**src/rtl/mvm_pkg.sv**
```systemverilog
// mvm_pkg: shared definitions for the matrix-vector stream engine.
//   state_t    : engine FSM states (IDLE, COMPUTE, DONE)
//   clog2      : ceiling log2, usable in constant expressions
//   sat_signed : clamps a 64-bit signed value to a signed range of 'bits' bits
package mvm_pkg;

  typedef enum logic [1:0] {
    IDLE    = 2'd0,
    COMPUTE = 2'd1,
    DONE    = 2'd2
  } state_t;

  function automatic int clog2(input int n);
    int r;
    r = 0;
    while ((1 << r) < n) r++;
    return r;
  endfunction

  function automatic logic signed [63:0] sat_signed(input logic signed [63:0] v,
                                                    input int bits);
    logic signed [63:0] hi;
    logic signed [63:0] lo;
    hi = (64'sd1 <<< (bits - 1)) - 64'sd1;
    lo = -hi - 64'sd1;
    if (v > hi) return hi;
    if (v < lo) return lo;
    return v;
  endfunction

endpackage

```
**src/rtl/mvm_row_dot.sv**
```systemverilog
// mvm_row_dot: combinational dot product of one input vector with one weight row.
// Ports:
//   vec : VEC_LEN signed elements of IN_BITS
//   wts : VEC_LEN signed weights of W_BITS
//   dot : signed sum of the full-precision products, ACC_BITS wide
module mvm_row_dot #(
  parameter int VEC_LEN  = 4,
  parameter int IN_BITS  = 4,
  parameter int W_BITS   = 4,
  parameter int ACC_BITS = 12
) (
  input  logic signed [IN_BITS-1:0]  vec [VEC_LEN],
  input  logic signed [W_BITS-1:0]   wts [VEC_LEN],
  output logic signed [ACC_BITS-1:0] dot
);

  localparam int PROD_W = IN_BITS + W_BITS;

  logic signed [PROD_W-1:0] prod [VEC_LEN];

  always_comb begin
    dot = '0;
    for (int i = 0; i < VEC_LEN; i++) begin
      // Widen both operands first so the product keeps full precision.
      prod[i] = PROD_W'(vec[i]) * PROD_W'(wts[i]);
      dot     = dot + ACC_BITS'(prod[i]);
    end
  end

endmodule

```
**src/rtl/mat_vec_stream_engine.sv**
```systemverilog
// mat_vec_stream_engine: multiplies NUM_ENG captured vectors by an MAT_R x VEC_LEN
// signed weight matrix, one matrix row per cycle, with optional accumulation
// into the previous result set.
// Ports:
//   clock, reset          : rising-edge clock, asynchronous active-low reset
//   in_valid/in_ready     : transaction handshake (ready only in IDLE)
//   in_vecs, acc_mode     : input vectors and accumulate select, captured on accept
//   mat_wr_en/row/data    : weight row write (ignored while computing)
//   out_valid/out_ready   : result handshake, results held until taken
//   out_vecs, sat_flag    : saturated results and "some output clamped" flag
//   busy                  : engine is not IDLE
module mat_vec_stream_engine
  import mvm_pkg::*;
#(
  parameter int NUM_ENG  = 2,
  parameter int VEC_LEN  = 4,
  parameter int MAT_R    = 8,
  parameter int IN_BITS  = 4,
  parameter int W_BITS   = 4,
  parameter int ACC_BITS = 12,  // must be >= IN_BITS+W_BITS+clog2(VEC_LEN)
  parameter int OUT_BITS = 8,
  parameter int SHIFT    = 0
) (
  input  logic                        clock,
  input  logic                        reset,
  input  logic                        in_valid,
  output logic                        in_ready,
  input  logic signed [IN_BITS-1:0]   in_vecs [NUM_ENG][VEC_LEN],
  input  logic                        acc_mode,
  input  logic                        mat_wr_en,
  input  logic [clog2(MAT_R)-1:0]     mat_wr_row,
  input  logic signed [W_BITS-1:0]    mat_wr_data [VEC_LEN],
  output logic                        out_valid,
  input  logic                        out_ready,
  output logic signed [OUT_BITS-1:0]  out_vecs [NUM_ENG][MAT_R],
  output logic                        sat_flag,
  output logic                        busy
);

  localparam int ROW_W = clog2(MAT_R);

  state_t                      state;
  logic [ROW_W-1:0]            row;
  logic signed [IN_BITS-1:0]   vec_p0 [NUM_ENG][VEC_LEN];
  logic                        mode_p0;
  logic signed [W_BITS-1:0]    wmem [MAT_R][VEC_LEN];
  logic signed [ACC_BITS-1:0]  acc [NUM_ENG][MAT_R];

  logic signed [W_BITS-1:0]    row_w [VEC_LEN];
  logic signed [ACC_BITS-1:0]  dot [NUM_ENG];
  logic signed [ACC_BITS-1:0]  acc_nxt [NUM_ENG];
  logic signed [ACC_BITS-1:0]  shf [NUM_ENG];
  logic signed [OUT_BITS-1:0]  out_nxt [NUM_ENG];
  logic [NUM_ENG-1:0]          clamp;

  assign in_ready = (state == IDLE);

  // Stage p0 -> row compute: weight row selected by the row counter
  always_comb begin
    for (int c = 0; c < VEC_LEN; c++) row_w[c] = wmem[row][c];
  end

  for (genvar e = 0; e < NUM_ENG; e++) begin : g_eng
    mvm_row_dot #(
      .VEC_LEN (VEC_LEN),
      .IN_BITS (IN_BITS),
      .W_BITS  (W_BITS),
      .ACC_BITS(ACC_BITS)
    ) u_dot (
      .vec(vec_p0[e]),
      .wts(row_w),
      .dot(dot[e])
    );
  end

  always_comb begin
    for (int e = 0; e < NUM_ENG; e++) begin
      acc_nxt[e] = dot[e];
      if (mode_p0)
        acc_nxt[e] = ACC_BITS'(sat_signed(64'(acc[e][row]) + 64'(dot[e]), ACC_BITS));
      shf[e]     = acc_nxt[e] >>> SHIFT;
      out_nxt[e] = OUT_BITS'(sat_signed(64'(shf[e]), OUT_BITS));
      clamp[e]   = (sat_signed(64'(shf[e]), OUT_BITS) != 64'(shf[e]));
    end
  end

  // Row compute -> registered accumulators / outputs
  always_ff @(posedge clock or negedge reset) begin
    if (!reset) begin
      state     <= IDLE;
      row       <= '0;
      mode_p0   <= 1'b0;
      out_valid <= 1'b0;
      sat_flag  <= 1'b0;
      busy      <= 1'b0;
      for (int e = 0; e < NUM_ENG; e++) begin
        for (int c = 0; c < VEC_LEN; c++) vec_p0[e][c] <= '0;
        for (int r = 0; r < MAT_R; r++) begin
          acc[e][r]      <= '0;
          out_vecs[e][r] <= '0;
        end
      end
      for (int r = 0; r < MAT_R; r++)
        for (int c = 0; c < VEC_LEN; c++) wmem[r][c] <= '0;
    end else begin
      // A write landing on the accept edge is seen by row 0 one cycle later.
      if (mat_wr_en && state != COMPUTE)
        for (int c = 0; c < VEC_LEN; c++) wmem[mat_wr_row][c] <= mat_wr_data[c];

      case (state)
        IDLE: begin
          if (in_valid) begin
            vec_p0   <= in_vecs;
            mode_p0  <= acc_mode;
            row      <= '0;
            sat_flag <= 1'b0;
            busy     <= 1'b1;
            state    <= COMPUTE;
          end
        end
        COMPUTE: begin
          for (int e = 0; e < NUM_ENG; e++) begin
            acc[e][row]      <= acc_nxt[e];
            out_vecs[e][row] <= out_nxt[e];
          end
          sat_flag <= sat_flag | (|clamp);
          row      <= row + 1'b1;
          if (row == ROW_W'(MAT_R - 1)) begin
            state     <= DONE;
            out_valid <= 1'b1;
          end
        end
        DONE: begin
          if (out_ready) begin
            state     <= IDLE;
            out_valid <= 1'b0;
            busy      <= 1'b0;
          end
        end
        default: state <= IDLE;
      endcase
    end
  end

endmodule

```
**config.mk**
```make
export PLATFORM = sky130hd
export DESIGN_NAME = mat_vec_stream_engine
export DESIGN_NICKNAME = d
export VERILOG_FILES = /design/src/rtl/mvm_pkg.sv /design/src/rtl/mvm_row_dot.sv /design/src/rtl/mat_vec_stream_engine.sv
export SDC_FILE = /design/constraint.sdc
export NUM_CORES = 1
export LEC_CHECK = 0
export CAP_MARGIN = 40
export CORE_UTILIZATION = 45
export CTS_BUF_LIST = sky130_fd_sc_hd__clkbuf_16
export DETAILED_ROUTE_END_ITERATION = 10
export GPL_ROUTABILITY_DRIVEN = 0
export GPL_TIMING_DRIVEN = 0
export PLACE_DENSITY = 0.74
export SYNTH_ARGS = -nofsm -noshare
export SYNTH_HDL_FRONTEND = slang
export SYNTH_SLANG_ARGS = --single-unit
```
**constraint.sdc**
```tcl
create_clock -name clock -period 11.6 [get_ports clock]
set_input_delay 2.32 -clock clock [delete_from_list [all_inputs] [get_ports clock]]
set_output_delay 2.32 -clock clock [all_outputs]
set_load 0.01 [all_outputs]
```
Yosys cells after proc, flatten, opt, wreduce, memory -nomap -nowiden

Index checks and enable logic that the tools add are counted.

Add/subtract/negate cells: 9
Multiply operators: 8
Magnitude comparators: 12
Equality and inequality tests: 9
Muxes and demuxes: 76
Bitwise logic cells: 3
Reduce and logical (&&, ||, !) cells: 13

Operators with widths:

| cell                   | number |
|---|---|
| $bwmux W128            | 4 |
| $mux W64               | 8 |
| $bwmux W96             | 2 |
| $demux W16 S3          | 4 |
| $mux W12               | 16 |
| $bwmux W64             | 2 |
| $ne A64 B12 Y1         | 2 |
| $bmux W12 S3           | 2 |
| $mul A4 B4 Y8          | 8 |
| $bmux W16 S3           | 1 |
| $mux W16               | 3 |
| $demux W12 S3          | 1 |
| $add A12 B12 Y13       | 2 |
| $gt A13 B12 Y1 const B | 2 |
| $lt A13 B12 Y1 const B | 2 |
| $add A12 B8 Y12        | 2 |
| $demux W8 S3           | 1 |
| $gt A12 B8 Y1 const B  | 2 |
| $lt A12 B8 Y1 const B  | 2 |
| $add A9 B8 Y10         | 2 |
| $mux W1                | 20 |
| $add A8 B8 Y9          | 2 |
| $mux W8                | 2 |
| $reduce_and A3 Y1      | 3 |
| other kinds (21)       | 35 |

Bits in registers: 489
Input port bits: 57
Output and inout port bits: 132

Longest topological paths before layout

Word-level depth: 26
Depth in mapped cells: 53

Cells and area by module

From an unflattened synthesis, not the netlist that was laid out.

Cell total of the unflattened synthesis: 2630
Area total of the unflattened synthesis: 29005.3 µm²

Modules (own cells, without submodules):

| module                        | instances | cells each | area an instance (µm²) |
|---|---|---|---|
| mat_vec_stream_engine         | 1         | 1910       | 22298.9 |
| mvm_row_dot at g_eng[0].u_dot | 1         | 362        | 3365.7 |
| mvm_row_dot at g_eng[1].u_dot | 1         | 358        | 3340.7 |

Least setup slack after synthesis

OpenSTA, ideal clock, no wires.

Path type: register -> register
From: register row[0]
To: register out_vecs[65] (netlist bit)
Library setup time: 0.125 ns
Data arrival time: 12.130 ns
Path slack: -0.655 ns
Stages on the path, launching flop included: 49
Buffers on the path: 4
Clock period less this slack: 12.255 ns
Cell sequence: dfrtp_1 > buf_2 > buf_1 > buf_1 > mux4_2 > mux2i_1 > nor2b_1 > fa_1 > inv_1 > fa_1 > inv_1 > fa_1 > inv_1 > fa_1 > inv_1 > ha_1 > inv_1 > fa_1 > [... 13 more ...] > fa_1 > ha_1 > or3_1 > o211ai_1 > xnor2_1 > ha_1 > nand2_1 > a211oi_1 > a211oi_2 > or3_1 > and3_1 > o2bb2ai_1 > nand4_1 > or2_2 > ha_1 > buf_1 > o21ai_2 > mux2_2

Longest elaborated chain between the ends: 22
Elaborated cells between the ends (all ways): 40

RTL lines:

| item                                        | RTL line                                                                               | text |
|---|---|---|
| from (decl)                                 | mat_vec_stream_engine.sv:43                                                            | `logic [ROW_W-1:0] row;` |
| from (signal assigned)                      | mat_vec_stream_engine.sv:127                                                           | `row <= row + 1'b1;` |
| $not A3 Y4 (not written as such) *          | mat_vec_stream_engine.sv:60, mat_vec_stream_engine.sv:80, mat_vec_stream_engine.sv:124 |  |
| $bmux W16 S3                                | mat_vec_stream_engine.sv:60                                                            | `for (int c = 0; c < VEC_LEN; c++) row_w[c] = wmem[row][c];` |
| $mux W16 (not written as such) (2 in a row) | mat_vec_stream_engine.sv:60                                                            |  |
| $mul A4 B4 Y8                               | mvm_row_dot.sv:25                                                                      | `prod[i] = PROD_W'(vec[i]) * PROD_W'(wts[i]);` |
| $add A8 B8 Y9                               | mvm_row_dot.sv:26                                                                      | `dot = dot + ACC_BITS'(prod[i]);` |
| $add A9 B8 Y10                              | mvm_row_dot.sv:26                                                                      |  |
| $add A12 B8 Y12                             | mvm_row_dot.sv:26                                                                      |  |
| $add A12 B12 Y13                            | mat_vec_stream_engine.sv:80                                                            | `acc_nxt[e] = ACC_BITS'(sat_signed(64'(acc[e][row]) + 64'(dot[e]), ACC_BITS));` |
| [... 4 more ...]                            | -                                                                                      |  |
| $mux W12                                    | mvm_pkg.sv:28                                                                          | `return v;` |
| $mux W12                                    | mvm_pkg.sv:27                                                                          | `if (v < lo) return lo;` |
| $mux W12                                    | mat_vec_stream_engine.sv:79                                                            | `if (mode_p0)` |
| $lt A12 B8 Y1                               | mvm_pkg.sv:27                                                                          |  |
| $mux W1 (2 in a row)                        | mvm_pkg.sv:27                                                                          |  |
| $mux W64                                    | mvm_pkg.sv:28                                                                          |  |
| $mux W64                                    | -                                                                                      |  |
| $bwmux W64 *                                | mat_vec_stream_engine.sv:124                                                           | `out_vecs[e][row] <= out_nxt[e];` |
| to (signal, indexed assignment)             | mat_vec_stream_engine.sv:124                                                           |  |
| to (decl)                                   | mat_vec_stream_engine.sv:35                                                            | `output logic signed [OUT_BITS-1:0] out_vecs [NUM_ENG][MAT_R],` |

Every way passes the cells marked *; elsewhere a longest branch is shown, timed or not. The select of a mux whose other input is x is not followed.
A chain may end at the register's enable or synchronous reset.

Final worst setup path

From: register row[0]
To: register out_vecs[98] (netlist bit)

Same word-level chain as after synthesis.

==> impl_results.md <==
* Status: finished clean
* Final Cell Area at around 0.036 mm²
* Area grow syn2layout at 24.2%
* Cell with the most instances after synthesis: dfrtp_1
* Die X at approximately 260 µm
* Overall routing resource usage at 0.243
* Longest Clk Path Bufs at 3
* Final net count at about 3300
* Met2 Wirelength at roughly 40000 µm
* Mapped Cells at between 2000 and 3000
* DR pass1 iterations at 5
* Post-Place Cell Area at 0.0324 mm²
* CP Class: flip-flop to flip-flop
* CP dominant cell by count: inv_2
* Fin util at 0.569
* Syn nets at 2905
* Die area at ~0.066 mm²
* Slew @ Worst Pin at approximately 990 ps
* Initial DRC Count at 1571
* Htree depth at 2
* Vias in the first global route at ~23000
* Fillers at 4896
* WL/cell at between 20 and 25 µm
* Post-synthesis sequential element count at ~490
* Number of I/O pins at between 150 and 200
* Grt total ovfl at 0
* Placement Rows at just over 90
* Largest net degree at the start of global routing at roughly 120
* CP startpoint kind: flip-flop
* Async set-reset flop share out of synthesis at 1.00
* Slew margin rel. at 0.339
* Min cycle time layout at 11580 ps
* CTS tree: yes
* Worst EP required at approximately 12000 ps
* WL final at 81400 µm
* CP arrival at between 10000 and 15000 ps
* Synth unique cells at 76
* Share of layout cells above drive strength 1 at 0.253
* Final critical-path share of the clock period at 0.998
* Footprint of the multi-input gates at 0.0165 mm²
* Highest metal used: met4
* Reg2reg path depth at slightly below 50
* Synth area leader: dfrtp_1
* Number of synthesized flops with an enable pin at 0
* Synth top area share at 0.421
* CORE AREA at approximately 0.063 mm²
* Max Freq at 86.4 MHz
* Clock skew at 28.4 ps
* Register area at 0.0122 mm²
* First-pass GRT wire length at 126000 µm
* Worst min path class: flip-flop to flip-flop
* Max Cap Viol at 0
* Detail Route Antenna Nets at 0
* Setup-failing EPs final at 0
* Via count at approximately 22000
* Setup crit end kind: flip-flop
* Antenna violations before repair at 1
* RSZ-0062 raised after global routing: true
* Dpl hpwl at 57900 µm
* # clock sinks at roughly 490
* Post-Route M1 WL at 31600 µm
* Initial Util at 0.458
* Final hold vios at 0
* Number of remaining DRC errors at 0
* Slowest stage delay, CP at ~580 ps
* Sequential share of the synthesized area at 0.421
* Synth area leaders: dfrtp_1 (42%), fa_1 (11%), mux2_2 (9.9%)
* CTS root buffer: clkbuf_16
* TritonCTS Buffers at between 40 and 50
* Syn Area/Cell at 11.3 µm²
* Worst skew pair latency at about 630 ps
* Buffers on Ports at approximately 190
* Worst slack, placed at -2520 ps
* Die Span Y at ~260 µm
* Slowest-stage cell, CP: fa_1
* Hold path depth at 2
* Slew Viols, Final at 0
* Cell Area, Synth at between 0.02 and 0.03 mm²
* Syn. warnings at 0
* Worst Path Max Fanout at 8
* Clock slew at reported path FFs at roughly 70 ps
* Top_reg_cell synth: dfrtp_1
* Final worst slack at approximately 20 ps
* Drt via density at between 5 and 6
* Met3 wire length at 5850 µm
* List of most frequent post-synthesis cells: dfrtp_1 (489), nand2_1 (329), mux2_2 (256)
[metrics by stage]
stage / hold WS, ps / cells / setup TNS [ps]
2_1_floorplan: 441 / 2560 / 0
3_5_place_dp: 463 / 3621 / -427310
6_report: 476 / 3805 / 0
4_1_cts: 477 / 3752 / 0
5_1_grt: 497 / 3805 / -32710
3_3_place_gp: 454 / 3592 / -6237640
[critical path: cells and delay by family, from the launching register on]
| kind | cells | cell delay (ps) |
|---|---|---|
| flip-flops | 1 | 380 |
| AND/OR/NAND/NOR | 9 | 1640 |
| XOR/XNOR | 2 | 270 |
| AO/OA/AOI/OAI | 8 | 1500 |
| adder cells (fa/ha/maj) | 14 | 5610 |
| buffers and inverters | 13 | 1120 |
| multiplexers | 3 | 950 |
[cells in the final DEF (no fill, tap or decap), types with 19 or more instances in the layout]
| master | synthesis | layout |
|---|---|---|
| o21ai_1 | 11 | 22 |
| o21ai_0 | 242 | 210 |
| fa_1 | 160 | 156 |
| mux4_2 | 80 | 80 |
| dfrtp_1 | 489 | 488 |
| buf_6 | 0 | 22 |
| xor2_1 | 23 | 22 |
| mux2_2 | 256 | 248 |
| a21oi_1 | 45 | 34 |
| clkbuf_16 | 0 | 50 |
| nand2_1 | 329 | 326 |
| clkbuf_1 | 88 | 78 |
| nand2b_1 | 32 | 28 |
| xnor2_1 | 36 | 30 |
| inv_1 | 239 | 238 |
| nor2_1 | 63 | 52 |
| buf_4 | 0 | 82 |
| clkdlybuf4s50_1 | 0 | 185 |
| or2_2 | 24 | 20 |
| ha_1 | 128 | 105 |
| nor2b_1 | 69 | 64 |
| ha_4 | 0 | 19 |
| o21ai_2 | 4 | 21 |
[sequential cells by signal, indices dropped and copies added, names as in the netlist, 2 cells and up]
register and count:
vec_p0 32, state 2, row 3, out_vecs 128
acc 192, wmem 128
[path summary, 6_finish.rpt]
| path | start | endpoint | slack, ps |
|---|---|---|---|
| setup / recovery | row[0]$_DFFE_PN0P_ | out_vecs[98]$_DFFE_PN0P_ | 20 |
| hold / removal | acc[7]$_DFFE_PN0P_ | acc[7]$_DFFE_PN0P_ | 480 |
| setup reg to reg | row[0]$_DFFE_PN0P_ | out_vecs[98]$_DFFE_PN0P_ | 20 |
| hold reg to reg | acc[7]$_DFFE_PN0P_ | acc[7]$_DFFE_PN0P_ | 480 |
| max in group asynchronous | reset | vec_p0[5]$_DFFE_PN0P_ | 8070 |
| min in group asynchronous | reset | out_vecs[42]$_DFFE_PN0P_ | 1640 |
[per-layer routing]
layer  global-route usage  vias up
met4                0.101        0
met2                0.409      878
met5                    0        -
li1                     -     9440
met3               0.0414      217
met1                0.311    11156
[cells by family after synthesis]
family	share of synthesized area
and+or+nand+nor	0.0919
DFF	0.421
AOI/OAI and AO/OA	0.0875
muxes	0.170
buffers and inverters	0.0463
adders and majority gates	0.166
xor gates and xnor gates	0.0178
[timing repair]
item | CTS | global route
buffers inserted | 42 | 50
resized for setup | 123 | 179
gates cloned | 1 | 1
hold buffers | 0 | 0
pin swaps | 27 | 85
endpoints found under the setup margin | 321 | 158
[final cells by class]
type	instances	area share
flip-flops and latches	489	0.339
inverters	239	0.0250
repair buffers	311	0.0881
clock buffers	49	0.0340
multi-input cells	1715	0.458
clock inverters	41	0.0106
well taps	846	0.0293
plain buffers	114	0.0162
diodes	1	0.0000693
Power is left out: the tool's default activity adds up to more than one toggle a clock period on the data nets, which glitch-free logic cannot reach.
